==> src/rtl/traffic_phase_ctrl.sv <==
// Two-way intersection phase sequencer counted in 1-second ticks.
// Adds pedestrian green shortening and a night flashing-yellow mode.
module traffic_phase_ctrl #(
  parameter int T_GREEN  = 25,
  parameter int T_YELLOW = 3,
  parameter int T_ALLRED = 2,
  parameter int T_PED    = 5,
  parameter int CNT_W    = 7
) (
  input  logic             clk,
  input  logic             rstb,
  input  logic             en,
  input  logic             sec_tick,
  input  logic             night_mode,
  input  logic             ped_req,
  output logic             sec_en,
  output logic [2:0]       ns_light,
  output logic [2:0]       ew_light,
  output logic [CNT_W-1:0] remain,
  output logic [2:0]       phase
);

  typedef enum logic [2:0] {
    AR_A  = 3'd0,
    NS_G  = 3'd1,
    NS_Y  = 3'd2,
    AR_B  = 3'd3,
    EW_G  = 3'd4,
    EW_Y  = 3'd5,
    NIGHT = 3'd6
  } state_t;

  localparam logic [CNT_W-1:0] L_GREEN  = CNT_W'(T_GREEN - 1);
  localparam logic [CNT_W-1:0] L_YELLOW = CNT_W'(T_YELLOW - 1);
  localparam logic [CNT_W-1:0] L_ALLRED = CNT_W'(T_ALLRED - 1);
  localparam logic [CNT_W-1:0] L_PED    = CNT_W'(T_PED - 1);

  localparam logic [2:0] RED = 3'b100;
  localparam logic [2:0] YEL = 3'b010;
  localparam logic [2:0] GRN = 3'b001;

  state_t           state_q, state_d;
  logic [CNT_W-1:0] remain_q, remain_d;
  logic             ped_q, ped_d;
  logic             flash_q, flash_d;
  logic             tick, expire, shorten;

  assign tick    = en & sec_tick;
  assign expire  = tick && (remain_q == '0);
  assign shorten = tick && ped_q && (remain_q > L_PED);

  always_comb begin
    state_d  = state_q;
    remain_d = remain_q;
    flash_d  = flash_q;
    ped_d    = ped_q | ped_req;
    if (tick && remain_q != '0)
      remain_d = remain_q - CNT_W'(1);
    unique case (state_q)
      AR_A, AR_B: begin
        if (expire) begin
          if (night_mode) begin
            state_d  = NIGHT;
            remain_d = '0;
            flash_d  = 1'b1;
            ped_d    = 1'b0;
          end else begin
            state_d  = (state_q == AR_A) ? NS_G : EW_G;
            remain_d = L_GREEN;
          end
        end
      end
      NS_G, EW_G: begin
        if (expire) begin
          state_d  = (state_q == NS_G) ? NS_Y : EW_Y;
          remain_d = L_YELLOW;
          ped_d    = ped_req;
        end else if (shorten) begin
          remain_d = L_PED;
          ped_d    = ped_req;
        end
      end
      NS_Y, EW_Y: begin
        if (expire) begin
          state_d  = (state_q == NS_Y) ? AR_B : AR_A;
          remain_d = L_ALLRED;
        end
      end
      NIGHT: begin
        remain_d = '0;
        ped_d    = 1'b0;
        if (tick) begin
          if (!night_mode) begin
            state_d  = AR_A;
            remain_d = L_ALLRED;
            flash_d  = 1'b0;
          end else begin
            flash_d = ~flash_q;
          end
        end
      end
      default: begin
        state_d  = AR_A;
        remain_d = L_ALLRED;
        flash_d  = 1'b0;
      end
    endcase
  end

  always_ff @(posedge clk or posedge rstb) begin
    if (rstb) begin
      state_q  <= AR_A;
      remain_q <= L_ALLRED;
      ped_q    <= 1'b0;
      flash_q  <= 1'b0;
    end else begin
      state_q  <= state_d;
      remain_q <= remain_d;
      ped_q    <= ped_d;
      flash_q  <= flash_d;
    end
  end

  // Lights depend on registered state only
  always_comb begin
    ns_light = RED;
    ew_light = RED;
    unique case (state_q)
      NS_G:    ns_light = GRN;
      NS_Y:    ns_light = YEL;
      EW_G:    ew_light = GRN;
      EW_Y:    ew_light = YEL;
      NIGHT: begin
        ns_light = {1'b0, flash_q, 1'b0};
        ew_light = {1'b0, flash_q, 1'b0};
      end
      default: ;
    endcase
  end

  assign sec_en = en;
  assign remain = remain_q;
  assign phase  = state_q;

endmodule

==> config.mk <==
export PLATFORM = sky130hd
export DESIGN_NAME = traffic_phase_ctrl
export DESIGN_NICKNAME = d
export VERILOG_FILES = /design/src/rtl/traffic_phase_ctrl.sv
export SDC_FILE = /design/constraint.sdc
export NUM_CORES = 1
export LEC_CHECK = 0
export BUFFER_PORTS_ARGS = -buffer_cell sky130_fd_sc_hd__clkbuf_2
export CAP_MARGIN = 25
export CORE_MARGIN = 2
export CORE_UTILIZATION = 48
export CTS_BUF_LIST = sky130_fd_sc_hd__clkbuf_16
export DETAILED_ROUTE_END_ITERATION = 10
export HOLD_SLACK_MARGIN = 0.08
export PLACE_DENSITY = 0.75
export SLEW_MARGIN = 20
export SYNTH_ARGS = -nofsm -noshare
export SYNTH_HDL_FRONTEND = slang
export SYNTH_SLANG_ARGS = --single-unit
==> constraint.sdc <==
create_clock -name clk -period 1.6 [get_ports clk]
set_input_delay 0.08 -clock clk [delete_from_list [all_inputs] [get_ports clk]]
set_output_delay 0.08 -clock clk [all_outputs]
set_load 0.1 [all_outputs]
==> reports/metrics.yaml <==
row_count: 17
drt_iter0_drc: 165
min_path_cells: 3
htreeDepth: 1
first_pass_iters: 8
fin_worst_skew_ps: 8.58
grt_pass1_wl_um: 7240
cp_num_buf_inv: 3
core_area_mm2: 0.00215
cp_slowest_stage_delay_ps: 630
via_per_inst: 7.22
synth_top_area_cell: "dfrtp_1"
place_congestion: 0.892
ff2ff_path_depth: 7
yosys-top-cells-area: "dfrtp_1, a21oi_1, nor2_1, nand2_1, o21ai_0"
yosysTopAreaCellShare_pct: 25.8
path_delay_family: "compound AO/OA/AOI/OAI gates"
r2r-start: "remain[0]"
end_kind: "register"
pin_count: 23
syn-cell-area_mm2: 0.00107
violations: "setup timing"
synth_fp_nets: 145
final_util_pct: 93.2
rsz0062_at_grt: "true"
synth.avg_cell_area_um2: 7.80
die_h_um: 51.2
nNetsFinal: 202
start_kind: "register"
min_period_over_period_pct: 130
layout_min_cycle_time_ps: 2080
synth-edff-count: 0
drive_gt1_share_pct: 59.6
finalMaxSlewViolations: 0
grt_pass1_vias: 1426
wl_per_cell_um: 25.8
yosys_most_used_dff: "dfrtp_1"
setup_slack_ps: -477
rr_endpoint: "remain[3]"
fmax_mhz: 482
cp_cell_sequence: "inv_4 > ha_4 > nor3b_4 > buf_6 > buf_6 > a31o_4 > a222oi_1"
worst_path_max_delay_cell: "dfstp_4"
multi_input_area_um2: 951
area_delta_synth_final_pct: 87.4
async_reset_ff_share_pct: 100
cts.clk_slew.worst_paths_ps: 50
setup_viol: 15
n_antenna_cell: 0
cp.arrival_ps: 2170
antenna_found_initial: 0
drv_cap: 0
die-area_mm2: 0.00262
worstPathRequired_ps: 1690
min_to: "ped_q"
dp.final_hpwl_um: 2790
cts_root_buf: "clkbuf_16"
ys_types: 42
r2r_setup_slack_ps: -480
start_util_pct: 49.7
slew_headroom_pct: 56.0
totalWireLength_um: 5710
drc_errors: 0
fillers: 76
grt_util_all_layers_pct: 37.9
finalHoldViolCount: 0
worstSkewPairLatency_ps: 250
cts_tree: "built"
ys_warn_count: 0
cts.sinks: 12
die_x_um: 51.2
worst_slew_pin_slew_ps: 660
cts_buffers: 3
final_cells: 221
yosys_register_bits: 12
port_buffers: 22
min_from: "ped_req"
clk_path_buf_depth: 2
seq_area_um2: 334
grt_max_degree: 14
yosysSeqAreaShare_pct: 28.2
status: "finished with violations"
cp_common_cell: "buf_6"
cp_max_fo: 4
path_class: "register to register"
dpl.cell_count: 204
ant_nets: 0
grt_overflow: 0
hp-class: "input port to register"
synthCells: 137
vias: 1595
## cells in the mapped netlist (2+ instances only)
library cell / n
nor2_1: 14
a21oi_1: 11
dfrtp_1: 11
nand2_1: 11
inv_1: 9
o21ai_0: 8
clkbuf_1: 6
nor3_1: 6
nand2b_1: 5
a31oi_1: 4
a221oi_1: 3
nand3_1: 3
nor2b_1: 3
xor2_1: 3
a222oi_1: 2
and2_1: 2
buf_2: 2
ha_1: 2
nand4_1: 2
nor3_2: 2
nor4_1: 2
o2111ai_1: 2
o211ai_1: 2
o31ai_1: 2
o32a_1: 2
xnor2_1: 2
## state kept, by name, summed over array words and instances, names as in the netlist
register and count:
flash_q 1, remain 7, ped_q 1, phase 3
## metal layers
metal / up-vias / GRT usage, % / wire [µm] / share of wire (%)
li1: 621 / - / - / -
met1: 769 / 45.7 / 2020 / 35
met2: 159 / 64.1 / 2730 / 48
met3: 46 / 8.48 / 624 / 11
met4: 0 / 17.1 / 335 / 5.9
met5: - / 0 / 0 / 0
## cells by family (layout without fill, tap and decap cells)
kind of cell,Yosys count,count (layout),share of synthesized area [%]
XOR/XNOR,5,5,4.10
adder cells (fa/ha/maj),2,2,2.34
flip-flops,12,12,28.2
AND/OR/NAND/NOR,55,55,27.4
AO/OA/AOI/OAI,44,44,30.0
buffers and inverters,19,75,7.96
## worst register-to-register path: stages (launching register included)
cell and delay (ps):
dfstp_4 630, inv_4 50, ha_4 170, nor3b_4 170
buf_6 130, buf_6 110, a31o_4 210, a222oi_1 450
## metrics by stage
step	hold slack, ps	setup TNS [ps]	cell area, µm²	setup WS [ps]
after global routing	248	-4010	2000	-443
after global placement	87.5	-1770	1590	-219
final	261	-3700	2000	-477
after CTS	162	-1840	1800	-224
after floorplan	-56.0	-3600	1240	-346
after detailed placement	92.6	-2420	1590	-333
## cell usage in the layout, fill, tap and decap left out, types with 7 or more instances in the layout
cell	instances
nand2_1	8
nor2_1	10
a21oi_1	7
buf_12	8
buf_6	8
buf_4	30
dfrtp_4	7
clkbuf_2	15
inv_1	7
## worst max-delay path by stage
| stage | from | endpoint | slack (ps) | depth (start not counted) |
|---|---|---|---|---|
| after floorplan | remain[1] | phase[1] | -350 | 7 |
| after global placement | remain[1] | ped_q | -220 | 6 |
| after detailed placement | remain[1] | ped_q | -330 | 6 |
| after CTS | remain[0] | remain[3] | -220 | 6 |
| after global routing | remain[0] | remain[0] | -440 | 10 |
| final | remain[0] | remain[3] | -480 | 7 |
## cell type report
cell class / instances / area share (%)
sequential: 12 / 16.7
clock buffer: 3 / 3.75
tap: 28 / 1.75
clock inverter: 1 / 0.188
inverter: 9 / 2.13
timing repair buffer: 62 / 28.0
multi-input combinational: 106 / 47.5
## repair_timing
action                     in CTS  in global routing
gates resized for setup        18                 27
hold endpoints to repair       11                  0
gates cloned                    0                  0
hold buffers                    1                  0
setup endpoints to repair      13                 17
buffers inserted                3                  9
pin swaps                       7                  9
Power is left out: the tool's default activity adds up to more than one toggle a clock period on the data nets, which glitch-free logic cannot reach.
